===== src/rtl/neuro_op_sequencer.sv =====
// neuro_op_sequencer
//   Host-side initiator for the control-register block. Takes one layer-op
//   command per valid/ready handshake, writes offset/dest/numOps/cacheRouter
//   over the register bus, optionally reads them back to check, pulses
//   beginOp, then follows readyForNextOp to completion and reports status.
// Ports
//   clk, rst_n                 clock / async active-low reset
//   cmdValid/cmdReady          command handshake (ready only in IDLE)
//   cmdOffset/Dest/NumOps      16-bit register values
//   cmdRouter                  7-bit cacheRouter value
//   busWE/busAddr/busWData     register-bus write side (registered)
//   busRData                   register-bus read data, combinational on busAddr
//   beginOp                    one-cycle start pulse to operation FSM
//   readyForNextOp             1 = op FSM idle, 0 = running
//   busy/done                  status; done pulses once per retired command
//   errVerify/errTimeout       sticky error flags for the last command
module neuro_op_sequencer #(
  parameter logic [15:0] OFFSET_ADDR    = 16'h8000,
  parameter logic [15:0] DEST_ADDR      = 16'h8001,
  parameter logic [15:0] NUMOPS_ADDR    = 16'h8002,
  parameter logic [15:0] ROUTER_ADDR    = 16'h8003,
  parameter bit          VERIFY_EN      = 1'b1,
  parameter int unsigned TIMEOUT_CYCLES = 1024
) (
  input  logic        clk,
  input  logic        rst_n,
  input  logic        cmdValid,
  output logic        cmdReady,
  input  logic [15:0] cmdOffset,
  input  logic [15:0] cmdDest,
  input  logic [15:0] cmdNumOps,
  input  logic [6:0]  cmdRouter,
  output logic        busWE,
  output logic [15:0] busAddr,
  output logic [15:0] busWData,
  input  logic [15:0] busRData,
  output logic        beginOp,
  input  logic        readyForNextOp,
  output logic        busy,
  output logic        done,
  output logic        errVerify,
  output logic        errTimeout
);

  typedef enum logic [3:0] {
    S_IDLE, S_WR_OFF, S_WR_DST, S_WR_NUM, S_WR_RTR,
    S_RD_OFF, S_RD_DST, S_RD_NUM, S_RD_RTR,
    S_START, S_WAIT_ACK, S_WAIT_FIN, S_DONE
  } state_e;

  // The counter starts at 0 in the first wait cycle; timing out when it
  // would step onto TIMEOUT_CYCLES-1 gives DONE exactly TIMEOUT_CYCLES
  // cycles after beginOp.
  localparam logic [15:0] TMO_LAST = 16'(TIMEOUT_CYCLES - 2);

  state_e      state_q, state_d;
  logic [15:0] off_q, off_d, dst_q, dst_d, num_q, num_d;
  logic [6:0]  rtr_q, rtr_d;
  logic [15:0] tmo_q, tmo_d;
  logic        ev_q, ev_d, et_q, et_d;
  logic        we_q, we_d, beg_q, beg_d, done_q, done_d, busy_q, busy_d;
  logic [15:0] addr_q, addr_d, wdata_q, wdata_d;

  // Next-state, command latch, readback check and timeout.
  always_comb begin
    state_d = state_q;
    off_d   = off_q;
    dst_d   = dst_q;
    num_d   = num_q;
    rtr_d   = rtr_q;
    tmo_d   = tmo_q;
    ev_d    = ev_q;
    et_d    = et_q;
    case (state_q)
      S_IDLE: if (cmdValid) begin
        off_d   = cmdOffset;
        dst_d   = cmdDest;
        num_d   = cmdNumOps;
        rtr_d   = cmdRouter;
        ev_d    = 1'b0;
        et_d    = 1'b0;
        state_d = S_WR_OFF;
      end
      S_WR_OFF: state_d = S_WR_DST;
      S_WR_DST: state_d = S_WR_NUM;
      S_WR_NUM: state_d = S_WR_RTR;
      S_WR_RTR: state_d = VERIFY_EN ? S_RD_OFF : S_START;
      S_RD_OFF: if (busRData != off_q) begin
        ev_d = 1'b1; state_d = S_DONE;
      end else state_d = S_RD_DST;
      S_RD_DST: if (busRData != dst_q) begin
        ev_d = 1'b1; state_d = S_DONE;
      end else state_d = S_RD_NUM;
      S_RD_NUM: if (busRData != num_q) begin
        ev_d = 1'b1; state_d = S_DONE;
      end else state_d = S_RD_RTR;
      S_RD_RTR: if (busRData != {9'd0, rtr_q}) begin
        ev_d = 1'b1; state_d = S_DONE;
      end else state_d = S_START;
      S_START: begin
        tmo_d   = '0;
        state_d = S_WAIT_ACK;
      end
      // Counter runs across both wait states, so the budget covers the
      // whole operation. A legal exit takes priority over the timeout.
      S_WAIT_ACK: begin
        tmo_d = tmo_q + 16'd1;
        if (!readyForNextOp) state_d = S_WAIT_FIN;
        else if (tmo_q == TMO_LAST) begin
          et_d = 1'b1; state_d = S_DONE;
        end
      end
      S_WAIT_FIN: begin
        tmo_d = tmo_q + 16'd1;
        if (readyForNextOp) state_d = S_DONE;
        else if (tmo_q == TMO_LAST) begin
          et_d = 1'b1; state_d = S_DONE;
        end
      end
      S_DONE:  state_d = S_IDLE;
      default: state_d = S_IDLE;
    endcase
  end

  // Moore outputs decoded from the next state so they are registered and
  // line up with the state they belong to.
  always_comb begin
    we_d    = 1'b0;
    addr_d  = '0;
    wdata_d = '0;
    beg_d   = 1'b0;
    done_d  = 1'b0;
    busy_d  = (state_d != S_IDLE);
    case (state_d)
      S_WR_OFF: begin we_d = 1'b1; addr_d = OFFSET_ADDR; wdata_d = off_d; end
      S_WR_DST: begin we_d = 1'b1; addr_d = DEST_ADDR;   wdata_d = dst_d; end
      S_WR_NUM: begin we_d = 1'b1; addr_d = NUMOPS_ADDR; wdata_d = num_d; end
      S_WR_RTR: begin we_d = 1'b1; addr_d = ROUTER_ADDR; wdata_d = {9'd0, rtr_d}; end
      S_RD_OFF: addr_d = OFFSET_ADDR;
      S_RD_DST: addr_d = DEST_ADDR;
      S_RD_NUM: addr_d = NUMOPS_ADDR;
      S_RD_RTR: addr_d = ROUTER_ADDR;
      S_START:  beg_d  = 1'b1;
      S_DONE:   done_d = 1'b1;
      default: ;
    endcase
  end

  always_ff @(posedge clk or negedge rst_n) begin
    if (!rst_n) begin
      state_q <= S_IDLE;
      off_q   <= '0;
      dst_q   <= '0;
      num_q   <= '0;
      rtr_q   <= '0;
      tmo_q   <= '0;
      ev_q    <= 1'b0;
      et_q    <= 1'b0;
      we_q    <= 1'b0;
      addr_q  <= '0;
      wdata_q <= '0;
      beg_q   <= 1'b0;
      done_q  <= 1'b0;
      busy_q  <= 1'b0;
    end else begin
      state_q <= state_d;
      off_q   <= off_d;
      dst_q   <= dst_d;
      num_q   <= num_d;
      rtr_q   <= rtr_d;
      tmo_q   <= tmo_d;
      ev_q    <= ev_d;
      et_q    <= et_d;
      we_q    <= we_d;
      addr_q  <= addr_d;
      wdata_q <= wdata_d;
      beg_q   <= beg_d;
      done_q  <= done_d;
      busy_q  <= busy_d;
    end
  end

  assign cmdReady   = (state_q == S_IDLE);
  assign busWE      = we_q;
  assign busAddr    = addr_q;
  assign busWData   = wdata_q;
  assign beginOp    = beg_q;
  assign busy       = busy_q;
  assign done       = done_q;
  assign errVerify  = ev_q;
  assign errTimeout = et_q;

endmodule


===== config.mk =====
export PLATFORM = sky130hd
export DESIGN_NAME = neuro_op_sequencer
export DESIGN_NICKNAME = d
export VERILOG_FILES = /design/src/rtl/neuro_op_sequencer.sv
export SDC_FILE = /design/constraint.sdc
export NUM_CORES = 1
export LEC_CHECK = 0
export CAP_MARGIN = 20
export CORE_UTILIZATION = 51
export CTS_CLUSTER_DIAMETER = 80
export DETAILED_ROUTE_END_ITERATION = 8
export GPL_TIMING_DRIVEN = 0
export PLACE_DENSITY = 0.92
export SYNTH_ARGS = -nofsm -noshare
export SYNTH_HDL_FRONTEND = slang
export SYNTH_SLANG_ARGS = --single-unit

===== constraint.sdc =====
create_clock -name clk -period 2.7 [get_ports clk]
set_input_delay 0.27 -clock clk [delete_from_list [all_inputs] [get_ports clk]]
set_output_delay 0.27 -clock clk [all_outputs]
set_load 0.1 [all_outputs]

==> metrics.csv <==
stage,metric,value,unit
status,status,finished clean,
timing,max_slew_margin,34.5,%
routing,vias,4587,
clock_tree,cts_made_buffers,9,
routing,wl,14000,um
timing,rsz0062_at_grt,no,
synthesis,synth-main-ff-cell,dfrtp_1,
synthesis,synth_edf_count,0,
flow_run,cap_violations,0,
synthesis,synthDistinctLibCells,48,
critical_path,rr_worst_depth,8,
critical_path,end_kind,output pin,
timing,setup_violations,0,
critical_path,cpLargestDelayFamily,buffers and inverters,
critical_path,required,2430,ps
critical_path,reg2reg_from,state_q[1],
placed_design,dpl_cell_area,0.00631,mm2
pwr,p_per_area,1140,mW/mm2
timing,tightest_slew,979,ps
synthesis,async_flop_share,100,%
critical_path,critPathKind,reg2out,
routing,drc_errors,0,
synthesis,yosys-top-cells-area,"dfrtp_1 49%, nand2_1 15%, xor2_1 8.5%",
floorplanning,initial_core_util,52.3,%
floorplanning,coreArea,0.00968,mm2
placed_design,dp.cells,815,
global_routing,grt_overflow,0,
timing,fmax,0.380,GHz
cells_and_area,antenna-diode-count,0,
floorplanning,ioPinCount,114,
synthesis,synth_top_area_share,49.4,%
timing,fin_worst_skew,19.2,ps
clock_tree,insertion_delay,380,ps
routing,drt_iter0_drc,308,
synthesis,synth_warnings,0,
cells_and_area,final_nets,771,
synthesis,yosysMostFrequentCell,nand2_1,
synthesis,ys_top_cells_by_count,"196 x nand2_1, 100 x dfrtp_1, 49 x xor2_1",
global_routing,grt_first_pass_wirelength,22500,um
clock_tree,cts_setup_buffers,0,
synthesis,ys_ff_latch,100,
critical_path,worstPathArrival,2360,ps
synthesis,yosysSeqAreaShare,49.4,%
critical_path,path_depth,4,
clock_tree,cts_tree,done,
routing,first_pass_iters,7,
synthesis,synth_area_leader_cell,dfrtp_1,
synthesis,syn_area,0.00507,mm2
pwr,p_total,0.00749,W
global_routing,grt_usage,29.0,%
critical_path,ff2ff_setup_slack,180,ps
routing,vias_per_cell,5.51,
timing,fin_setup_tns,0,ps
timing,hold_viol,0,
global_routing,grt_pass1_vias,4540,
worst_hold_path,hold_class,in2async,
placed_design,place_congestion,0.894,
pwr,p_leak,3.02,nW
routing,wire_per_inst,16.8,um
synthesis,syn_area_per_cell,8.91,um2
floorplanning,dieArea,0.0103,mm2
timing,period_needed,2630,ps
critical_path,crit_fanout,10,
floorplanning,dieWidth,102,um
routing,ant_nets,0,
cells_and_area,instances_no_fill,832,
critical_path,crit_slowest_cell,dlygate4sd2_1,
placed_design,dpl.hpwl,10300,um
clock_tree,clock_path_buffers,2,
cells_and_area,syn_to_final_growth,29.4,%
clock_tree,cts-root-buf,clkbuf_8,
synthesis,synthCells,569,
clock_tree,ctsHtreeMaxLevel,3,
critical_path,cp-start-kind,flop,
pwr,peakVddDrop,0.648,mV
timing,drv_slew,0,
critical_path,path_cells,"buf_2, or2_2, nor2_4, dlygate4sd2_1",
floorplanning,fp-row-count,36,
critical_path,critical_path_buf_inv_count,2,
clock_tree,clkTransAtPathRegs,100,ps
floorplanning,die_h,102,um
cells_and_area,fin_area,0.00656,mm2
placed_design,io_buffers,100,
critical_path,cp-startpoint,state_q[0],
timing,layout_worst_path_cycle_share,97.4,%
global_routing,antenna_found_initial,0,
critical_path,max_stage_delay,860,ps
cells_and_area,drive_gt1_share,7.15,%
clock_tree,cts.sinks,100,
global_routing,grt_max_degree,65,
-- layout by cell type, fill, tap and decap left out, types with 3 or more instances in the layout --
| cell | synthesis | layout |
|---|---|---|
| nand4_1 | 9 | 9 |
| nor2b_1 | 4 | 4 |
| mux2i_1 | 8 | 8 |
| nor4_1 | 11 | 11 |
| nand3_1 | 17 | 17 |
| xor2_1 | 49 | 49 |
| nand2_1 | 196 | 196 |
| a31oi_1 | 3 | 3 |
| buf_1 | 7 | 6 |
| o211ai_1 | 8 | 8 |
| clkdlybuf4s50_1 | 0 | 98 |
| a22oi_1 | 9 | 9 |
| conb_1 | 1 | 13 |
| a21oi_1 | 5 | 5 |
| clkbuf_1 | 16 | 16 |
| buf_4 | 13 | 14 |
| inv_1 | 6 | 6 |
| dfrtp_1 | 100 | 100 |
| nor2_1 | 19 | 17 |
| buf_2 | 3 | 4 |
| nor3_1 | 8 | 8 |
| o21ai_0 | 33 | 33 |
| clkbuf_8 | 0 | 9 |
| xnor2_1 | 12 | 12 |
-- through the flow --
| stage | setup slack [ps] | hold slack, ps | util, % |
|---|---|---|---|
| final | 71.0 | 374 | 67.7 |
| after global routing | 15.3 | 408 | 67.7 |
| after CTS | 68.7 | 400 | 67.5 |
| after detailed placement | -221 | 264 | 65.2 |
| after global placement | -2150 | 476 | 64.9 |
| after floorplan | 304 | -25.6 | - |
-- logic make-up (layout without fill, tap and decap cells) --
group                      Yosys count  after routing  share of synthesized area, %
DFF                                100            100                          49.4
xor gates and xnor gates            61             61                          10.5
adders and majority gates            2              2                         0.494
other                                1             13                        0.0740
and+or+nand+nor                    278            278                          23.9
AOI/OAI and AO/OA                   73             73                          9.61
buffers and inverters               46            164                          4.44
muxes                                8              8                          1.58
-- layout make-up --
type                    instances  area [um2]
repair buffers                102        1030
clock buffers                  10         128
multi-input cells             435        2410
plain buffers                  39         201
flip-flops and latches        100        2500
fillers                       770        3130
well taps                     133         166
inverters                       7        26.3
clock inverters                 6        88.8
-- per-layer routing --
layer  global-route usage [%]  wire, um  vias to the layer above
li1                         -         -                     2115
met1                     36.8      5480                     2183
met5                        0         0                        -
met2                     48.5      7000                      255
met4                     11.6       386                        0
met3                     6.00      1110                       34
-- path summary, 6_finish.rpt --
path	endpoint
max	cmdReady
min	busAddr[0]
max reg2reg	dst_q[4]
min reg2reg	tmo_q[6]
max in group asynchronous	num_q[0]
min in group clk	num_q[7]
-- flip-flops by register name, summed over array words and instances (netlist names) --
signal and cells:
beginOp 1, busAddr 3, busWData 16, busWE 1, busy 1, done 1
dst_q 16, errTimeout 1, errVerify 1, num_q 16, off_q 16, rtr_q 7
state_q 4, tmo_q 16
-- report_power, final --
part / internal [W] / leakage [nW] / switching [W] / total (W)
registers: 0.00208 / 1.29 / 0.000451 / 0.00253
clock network: 0.000522 / 0.102 / 0.000538 / 0.00106
logic: 0.00115 / 1.63 / 0.00275 / 0.00390
total: 0.00375 / 3.02 / 0.00374 / 0.00749
-- what timing repair did --
item | in CTS | in global routing
setup endpoints to repair | 44 | 31
hold buffers | 1 | 0
gates resized for setup | 3 | 4
hold endpoints to repair | 36 | 0
(Power assumes the default switching activity.)
